### src/rtl/mem_arbiter_if.sv
`default_nettype none
// ============================================================================
// Module      : mem_arbiter_if
// Description : Fetch port, data port and RAM port bundle for mem_arbiter.
// Revision    : 1.0 - initial release
// ============================================================================
interface mem_arbiter_if;
    logic        if_req;
    logic [31:0] if_addr;
    logic        if_ack;
    logic [31:0] if_rdata;

    logic        mem_req;
    logic        mem_rw;
    logic [31:0] mem_addr;
    logic [31:0] mem_wdata;
    logic [3:0]  mem_be;
    logic        mem_ack;
    logic [31:0] mem_rdata;

    logic        ram_en;
    logic        ram_rw;
    logic [31:0] ram_addr;
    logic [3:0]  ram_be;
    logic [31:0] ram_wdata;
    logic [31:0] ram_rdata;

    // Requesters and RAM together form the master side.
    modport master (
        output if_req, if_addr,
        output mem_req, mem_rw, mem_addr, mem_wdata, mem_be,
        output ram_rdata,
        input  if_ack, if_rdata, mem_ack, mem_rdata,
        input  ram_en, ram_rw, ram_addr, ram_be, ram_wdata
    );

    modport slave (
        input  if_req, if_addr,
        input  mem_req, mem_rw, mem_addr, mem_wdata, mem_be,
        input  ram_rdata,
        output if_ack, if_rdata, mem_ack, mem_rdata,
        output ram_en, ram_rw, ram_addr, ram_be, ram_wdata
    );
endinterface
`default_nettype wire

### src/rtl/mem_arbiter.sv
`default_nettype none
// ============================================================================
// Module      : mem_arbiter
// Description : Two-port (fetch / data) arbiter onto a single-port RAM with
//               starvation protection for the fetch port.
// Revision    : 1.0 - initial release
// ============================================================================
module mem_arbiter #(
    parameter int WAIT_CYCLES = 1,
    parameter int STARVE_MAX  = 4
) (
    input wire           clk_i,
    input wire           rst_ni,
    mem_arbiter_if.slave bus
);

    typedef enum logic [1:0] {
        ST_IDLE   = 2'd0,
        ST_ACCESS = 2'd1,
        ST_RESP   = 2'd2
    } state_t;

    localparam logic [3:0] WAIT_INIT  = 4'(WAIT_CYCLES);
    localparam logic [3:0] STARVE_LIM = 4'(STARVE_MAX);

    state_t      state_q, state_d;
    logic [3:0]  wait_q, wait_d;
    logic [3:0]  starve_q, starve_d;
    logic        gnt_if_q, gnt_if_d;
    logic        rw_q, rw_d;
    logic [31:0] addr_q, addr_d;
    logic [3:0]  be_q, be_d;
    logic [31:0] wdata_q, wdata_d;
    logic [31:0] if_rdata_q, if_rdata_d;
    logic [31:0] mem_rdata_q, mem_rdata_d;
    logic        pick_mem;
    logic        access;

    function automatic logic [31:0] be_mask(input logic [3:0] be);
        return {{8{be[3]}}, {8{be[2]}}, {8{be[1]}}, {8{be[0]}}};
    endfunction

    always_ff @(posedge clk_i or negedge rst_ni) begin
        if (!rst_ni) begin
            state_q     <= ST_IDLE;
            wait_q      <= 4'd0;
            starve_q    <= 4'd0;
            gnt_if_q    <= 1'b0;
            rw_q        <= 1'b0;
            addr_q      <= 32'd0;
            be_q        <= 4'd0;
            wdata_q     <= 32'd0;
            if_rdata_q  <= 32'd0;
            mem_rdata_q <= 32'd0;
        end else begin
            state_q     <= state_d;
            wait_q      <= wait_d;
            starve_q    <= starve_d;
            gnt_if_q    <= gnt_if_d;
            rw_q        <= rw_d;
            addr_q      <= addr_d;
            be_q        <= be_d;
            wdata_q     <= wdata_d;
            if_rdata_q  <= if_rdata_d;
            mem_rdata_q <= mem_rdata_d;
        end
    end

    always_comb begin
        state_d     = state_q;
        wait_d      = wait_q;
        starve_d    = starve_q;
        gnt_if_d    = gnt_if_q;
        rw_d        = rw_q;
        addr_d      = addr_q;
        be_d        = be_q;
        wdata_d     = wdata_q;
        if_rdata_d  = if_rdata_q;
        mem_rdata_d = mem_rdata_q;
        // Data port wins ties unless the fetch port has waited out its quota.
        pick_mem    = bus.mem_req && !(bus.if_req && (starve_q == STARVE_LIM));

        unique case (state_q)
            ST_IDLE: begin
                if (bus.if_req || bus.mem_req) begin
                    state_d = ST_ACCESS;
                    wait_d  = WAIT_INIT;
                    if (pick_mem) begin
                        gnt_if_d = 1'b0;
                        rw_d     = bus.mem_rw;
                        addr_d   = bus.mem_addr;
                        be_d     = bus.mem_be;
                        wdata_d  = bus.mem_rw ? bus.mem_wdata : 32'd0;
                        if (bus.if_req && (starve_q != STARVE_LIM)) begin
                            starve_d = starve_q + 4'd1;
                        end
                    end else begin
                        gnt_if_d = 1'b1;
                        rw_d     = 1'b0;
                        addr_d   = bus.if_addr;
                        be_d     = 4'hF;
                        wdata_d  = 32'd0;
                        starve_d = 4'd0;
                    end
                end
            end
            ST_ACCESS: begin
                wait_d = wait_q - 4'd1;
                if (wait_q == 4'd1) begin
                    state_d = ST_RESP;
                    if (gnt_if_q) begin
                        if_rdata_d = bus.ram_rdata;
                    end else if (!rw_q) begin
                        mem_rdata_d = bus.ram_rdata & be_mask(be_q);
                    end
                end
            end
            ST_RESP: begin
                state_d = ST_IDLE;
            end
            default: begin
                state_d = ST_IDLE;
            end
        endcase
    end

    assign access        = (state_q == ST_ACCESS);
    assign bus.ram_en    = access;
    assign bus.ram_rw    = access & rw_q;
    assign bus.ram_addr  = access ? addr_q  : 32'd0;
    assign bus.ram_be    = access ? be_q    : 4'd0;
    assign bus.ram_wdata = access ? wdata_q : 32'd0;

    assign bus.if_ack    = (state_q == ST_RESP) &&  gnt_if_q;
    assign bus.mem_ack   = (state_q == ST_RESP) && !gnt_if_q;
    assign bus.if_rdata  = if_rdata_q;
    assign bus.mem_rdata = mem_rdata_q;

endmodule
`default_nettype wire
### src/flat_wrapper.sv
// flat-port wrapper written by rule: the top's interface ports become plain ports
module mem_arbiter_flat 
#(
    parameter int WAIT_CYCLES = 1,
    parameter int STARVE_MAX  = 4
)
  (clk_i, rst_ni, bus_if_req, bus_if_addr, bus_mem_req, bus_mem_rw, bus_mem_addr, bus_mem_wdata, bus_mem_be, bus_ram_rdata, bus_if_ack, bus_if_rdata, bus_mem_ack, bus_mem_rdata, bus_ram_en, bus_ram_rw, bus_ram_addr, bus_ram_be, bus_ram_wdata);
  mem_arbiter_if bus_i ();
  input wire clk_i;
  input wire rst_ni;
  input wire logic [$bits(bus_i.if_req)-1:0] bus_if_req;
  input wire logic [$bits(bus_i.if_addr)-1:0] bus_if_addr;
  input wire logic [$bits(bus_i.mem_req)-1:0] bus_mem_req;
  input wire logic [$bits(bus_i.mem_rw)-1:0] bus_mem_rw;
  input wire logic [$bits(bus_i.mem_addr)-1:0] bus_mem_addr;
  input wire logic [$bits(bus_i.mem_wdata)-1:0] bus_mem_wdata;
  input wire logic [$bits(bus_i.mem_be)-1:0] bus_mem_be;
  input wire logic [$bits(bus_i.ram_rdata)-1:0] bus_ram_rdata;
  output wire logic [$bits(bus_i.if_ack)-1:0] bus_if_ack;
  output wire logic [$bits(bus_i.if_rdata)-1:0] bus_if_rdata;
  output wire logic [$bits(bus_i.mem_ack)-1:0] bus_mem_ack;
  output wire logic [$bits(bus_i.mem_rdata)-1:0] bus_mem_rdata;
  output wire logic [$bits(bus_i.ram_en)-1:0] bus_ram_en;
  output wire logic [$bits(bus_i.ram_rw)-1:0] bus_ram_rw;
  output wire logic [$bits(bus_i.ram_addr)-1:0] bus_ram_addr;
  output wire logic [$bits(bus_i.ram_be)-1:0] bus_ram_be;
  output wire logic [$bits(bus_i.ram_wdata)-1:0] bus_ram_wdata;
  assign bus_i.if_req = bus_if_req;
  assign bus_i.if_addr = bus_if_addr;
  assign bus_i.mem_req = bus_mem_req;
  assign bus_i.mem_rw = bus_mem_rw;
  assign bus_i.mem_addr = bus_mem_addr;
  assign bus_i.mem_wdata = bus_mem_wdata;
  assign bus_i.mem_be = bus_mem_be;
  assign bus_i.ram_rdata = bus_ram_rdata;
  assign bus_if_ack = bus_i.if_ack;
  assign bus_if_rdata = bus_i.if_rdata;
  assign bus_mem_ack = bus_i.mem_ack;
  assign bus_mem_rdata = bus_i.mem_rdata;
  assign bus_ram_en = bus_i.ram_en;
  assign bus_ram_rw = bus_i.ram_rw;
  assign bus_ram_addr = bus_i.ram_addr;
  assign bus_ram_be = bus_i.ram_be;
  assign bus_ram_wdata = bus_i.ram_wdata;
  mem_arbiter #(.WAIT_CYCLES(WAIT_CYCLES), .STARVE_MAX(STARVE_MAX)) u_core (.clk_i(clk_i), .rst_ni(rst_ni), .bus(bus_i));
endmodule
### config.mk
export PLATFORM = sky130hd
export DESIGN_NAME = mem_arbiter_flat
export DESIGN_NICKNAME = d
export VERILOG_FILES = /design/src/rtl/mem_arbiter_if.sv /design/src/rtl/mem_arbiter.sv /design/src/flat_wrapper.sv
export SDC_FILE = /design/constraint.sdc
export NUM_CORES = 1
export LEC_CHECK = 0
export ABC_AREA = 1
export CELL_PAD_IN_SITES_DETAIL_PLACEMENT = 0
export CELL_PAD_IN_SITES_GLOBAL_PLACEMENT = 1
export CORE_ASPECT_RATIO = 1.75
export CORE_MARGIN = 3
export CORE_UTILIZATION = 33
export DETAILED_ROUTE_END_ITERATION = 16
export GPL_TIMING_DRIVEN = 1
export PLACE_DENSITY = 0.84
export SYNTH_ARGS = -nofsm -noshare
export SYNTH_HDL_FRONTEND = slang
export SYNTH_SLANG_ARGS = --single-unit
### constraint.sdc
create_clock -name clk_i -period 3.5 [get_ports clk_i]
set_input_delay 0.7 -clock clk_i [delete_from_list [all_inputs] [get_ports clk_i]]
set_output_delay 0.7 -clock clk_i [all_outputs]
set_load 0.03 [all_outputs]
==> load_flow_metrics.sql <==
INSERT INTO impl_metrics (metric_group, metric, value, unit) VALUES
('setup_path', 'crit_type', 'flop to primary output', ''),
('sta', 'setup_repair_after_global_routing_missed_its_margin', 'no', ''),
('cts', 'postCtsHoldBufs', '0', ''),
('drt', 'drtAntennaViolNets', '0', ''),
('grt', 'first_global_vias', '6746', ''),
('setup_path', 'setup.worst_path.start_class', 'flop', ''),
('sta', 'timing_hold_violations_final', '0', ''),
('place', 'routabilityCongestion', '0.790', ''),
('die', 'placementRows', '70', ''),
('drt', 'route.top_layer_used', 'met4', ''),
('drt', 'totalWireLength', '22.3', 'mm'),
('sta', 'fmax', '328', 'MHz'),
('cts', 'max-clock-path-buffers', '2', ''),
('cts', 'cts-resized-gates', '0', ''),
('setup_path', 'timing.critical_path.arrival', '2.34', 'ns'),
('drt', 'routedWlPerCell', '15.1', 'um'),
('sta', 'setup-tns-final', '0', 'ns'),
('cts', 'post-cts-setup-buffer-count', '0', ''),
('finish', 'area_delta_synth_final', '50.6', '%'),
('setup_path', 'critPathCaptureType', 'primary output', ''),
('sta', 'tightestPinTransition', '0.633', 'ns'),
('die', 'io_pins', '273', ''),
('die', 'floorplan.initialDensity', '33.9', '%'),
('sta', 'worst_slew_margin_rel', '57.8', '%'),
('power_and_ir_drop', 'leakagePower', '5.46', 'nW'),
('sta', 'setup-violations-final', '0', ''),
('flow_run', 'cap_viol_max_count', '0', ''),
('sta', 'clock_tree_skew_after_final_layout', '0.00919', 'ns'),
('sta', 'final-max-slew-violation-count', '0', ''),
('sta', 'fin_crit', '3.04', 'ns'),
('die', 'core_area', '21000', 'um^2'),
('finish', 'postLayoutCellArea', '10700', 'um^2'),
('place', 'post-place-ws', '0.886', 'ns'),
('cts', 'tritoncts_clock_tree', 'yes', ''),
('finish', 'layout.area.seq', '3600', 'um^2'),
('logic_synthesis', 'synth-seq-cells', '144', ''),
('drt', 'routed_wl_met3', '974', 'um'),
('cts', 'numClockSinks', '144', ''),
('logic_synthesis', 'synth.distinct_cells', '26', ''),
('status', 'outcome', 'finished, final reports clean', ''),
('setup_path', 'worstPathMaxFanout', '32', ''),
('place', 'port-buffer-count', '272', ''),
('die', 'floorplan.die.height', '200', 'um'),
('finish', 'multi_input_comb_area', '2600', 'um^2'),
('cts', 'clk-insertion-delay-late', '0.41', 'ns'),
('drt', 'm1WireLength', '8.21', 'mm'),
('logic_synthesis', 'mappedNetlistArea', '7120', 'um^2'),
('drt', 'dr_total_vias', '6624', ''),
('cts', 'cts.root.buffer_cell', 'sky130_fd_sc_hd__clkbuf_16', ''),
('drt', 'viasPerCell', '4.47', ''),
('finish', 'final_common_cell', 'sky130_fd_sc_hd__nand2_1', ''),
('cts', 'tritoncts.num_buffers', '17', ''),
('grt', 'residual_overflow_from_global_routing', '0', ''),
('logic_synthesis', 'syn-mean-instance-area', '7.43', 'um^2'),
('die', 'die_w', '117', 'um'),
('logic_synthesis', 'synthesis.yosys.warnings', '0', ''),
('place', 'hpwlAfterDp', '16.8', 'mm'),
('grt', 'total_routing_usage_reported_by_global_routing', '19.3', '%'),
('grt', 'antenna_violations_before_repair', '3', ''),
('die', 'die_area', '23500', 'um^2'),
('place', 'post_detailed_placement_cell_area', '10100', 'um^2'),
('finish', 'layout.cells.most_common_list', 'sky130_fd_sc_hd__nand2_1 (311), sky130_fd_sc_hd__clkdlybuf4s50_1 (271), sky130_fd_sc_hd__inv_1 (175), sky130_fd_sc_hd__dfrtp_1 (144), sky130_fd_sc_hd__nand3_1 (100)', ''),
('setup_path', 'worst_ep_required_time', '2.80', 'ns'),
('power_and_ir_drop', 'worst_ir_drop_vdd', '405', 'uV'),
('finish', 'layout-drive-gt1-share', '4.98', '%'),
('sta', 'final.period_utilization', '87.0', '%'),
('drt', 'wl_met2', '12.4', 'mm'),
('drt', 'drt_pre_antenna_iters', '6', ''),
('finish', 'fillerInstances', '2086', ''),
('logic_synthesis', 'syn-instance-count', '959', ''),
('sta', 'smallest_setup_slack_after_layout', '0.455', 'ns'),
('drt', 'drc', '0', ''),
('logic_synthesis', 'synth_sequential_area_ratio', '50.6', '%'),
('grt', 'grt_start_max_net_pins', '65', ''),
('grt', 'grt_pass1_wl', '35.4', 'mm'),
('cts', 'clkTransAtPathRegs', '0.06', 'ns'),
('finish', 'final_net_count', '1353', ''),
('drt', 'drt_iter0_markers', '442', ''),
('logic_synthesis', 'synthesized_nets', '1100', ''),
('min_path', 'hold_path_class', 'input pin to async pin', ''),
('power_and_ir_drop', 'powerDensity', '974', 'nW/um^2'),
('cts', 'cts-htree-levels', '4', '');
layout make-up:
| cell class | instances | area share, % |
|---|---|---|
| antenna | 4 | 0.0933 |
| sequential | 144 | 33.6 |
| clock buffer | 20 | 4.26 |
| inverter | 179 | 6.27 |
| clock inverter | 12 | 1.93 |
| timing repair buffer | 288 | 26.6 |
| tap | 252 | 2.94 |
| multi-input combinational | 582 | 24.3 |
power breakdown:
group          internal, mW  leakage [nW]  switching (mW)  total (mW)
Sequential             2.45          1.80           0.495        2.94
Combinational          2.07          3.36            3.40        5.46
Clock                  1.31         0.309           0.726        2.03
kinds of logic (layout without fill, tap and decap cells):
kind of cell               after synthesis  count (layout)  synth area share [%]
AOI/OAI and AO/OA                       48              48                  3.60
xor gates and xnor gates                 1               1                 0.123
adders and majority gates                4               4                 0.703
buffers and inverters                  233             499                  13.1
DFF                                    144             144                  50.6
other                                    0               4                     0
and+or+nand+nor                        529             529                  31.9
worst max-delay path, cell delays in order (launching register included):
cell and delay [ns]:
sky130_fd_sc_hd__dfrtp_1 0.40, sky130_fd_sc_hd__inv_2 0.09, sky130_fd_sc_hd__nand2_2 0.18, sky130_fd_sc_hd__buf_4 0.31, sky130_fd_sc_hd__nor2_1 0.22, sky130_fd_sc_hd__clkdlybuf4s50_1 0.71
cell usage after synthesis:
master                     instances  share of area (%)
sky130_fd_sc_hd__nand3_2           1               0.14
sky130_fd_sc_hd__nand2_2           1              0.088
sky130_fd_sc_hd__buf_1             5               0.26
sky130_fd_sc_hd__buf_2            36                2.5
sky130_fd_sc_hd__ha_1              4               0.70
sky130_fd_sc_hd__nand3_1         100                7.0
sky130_fd_sc_hd__xor2_1            1               0.12
sky130_fd_sc_hd__o21ai_1          33                2.3
sky130_fd_sc_hd__nor2_4            1               0.16
sky130_fd_sc_hd__o21ai_0           6               0.42
sky130_fd_sc_hd__inv_1           175                9.2
sky130_fd_sc_hd__a21oi_1           2               0.14
sky130_fd_sc_hd__nand2_1         312                 16
sky130_fd_sc_hd__o22ai_1           2               0.18
sky130_fd_sc_hd__clkbuf_1         10               0.53
sky130_fd_sc_hd__nand3b_1         32                3.4
sky130_fd_sc_hd__dfrtp_1         144                 51
sky130_fd_sc_hd__o211ai_1          4               0.42
sky130_fd_sc_hd__nor2_1           74                3.9
sky130_fd_sc_hd__nor3_1            3               0.21
sky130_fd_sc_hd__nor2_2            3               0.26
sky130_fd_sc_hd__nand4_1           1              0.088
sky130_fd_sc_hd__o21ai_2           1               0.12
sky130_fd_sc_hd__buf_4             3               0.32
sky130_fd_sc_hd__nor3_4            1               0.23
sky130_fd_sc_hd__inv_2             4               0.21
final timing paths:
check / start / end / slack [ns] / depth (start not counted)
worst max-delay path: u_core.state_q[1] / bus_ram_wdata[12] / 0.46 / 5
worst min register to register: u_core.bus.mem_rdata[29] / u_core.bus.mem_rdata[29] / 0.47 / 2
max in group asynchronous: rst_ni / u_core.addr_q[21] / 2.41 / 2
worst min-delay path: rst_ni / u_core.bus.if_rdata[16] / 0.26 / 1
worst max register to register: u_core.state_q[0] / u_core.bus.mem_rdata[3] / 1.45 / 7
min in group clk_i: u_core.bus.mem_rdata[29] / u_core.bus.mem_rdata[29] / 0.47 / 2
state kept, by name, summed over array words and instances (netlist names):
| register | cells |
|---|---|
| u_core.addr_q | 32 |
| u_core.be_q | 4 |
| u_core.bus.if_rdata | 32 |
| u_core.bus.mem_rdata | 32 |
| u_core.gnt_if_q | 1 |
| u_core.rw_q | 1 |
| u_core.starve_q | 4 |
| u_core.state_q | 2 |
| u_core.wait_q | 4 |
| u_core.wdata_q | 32 |
layer usage:
layer	vias to the layer above	GRT usage (%)
li1	3383	-
met1	3007	20.6
met2	198	35.7
met3	36	3.42
met4	0	8.82
met5	-	0
stage by stage:
step / hold slack (ns) / std cells / total power, mW / utilization [%]
after floorplan: 0.404 / 959 / 6.18 / -
after global placement: 0.453 / 1445 / 8.44 / 47.8
after detailed placement: 0.458 / 1445 / 8.50 / 47.8
after CTS: 0.275 / 1477 / 10.6 / 51.0
after global routing: 0.293 / 1480 / 11.2 / 51.0
final: 0.258 / 1481 / 10.4 / 51.0
(Power assumes the default switching activity.)
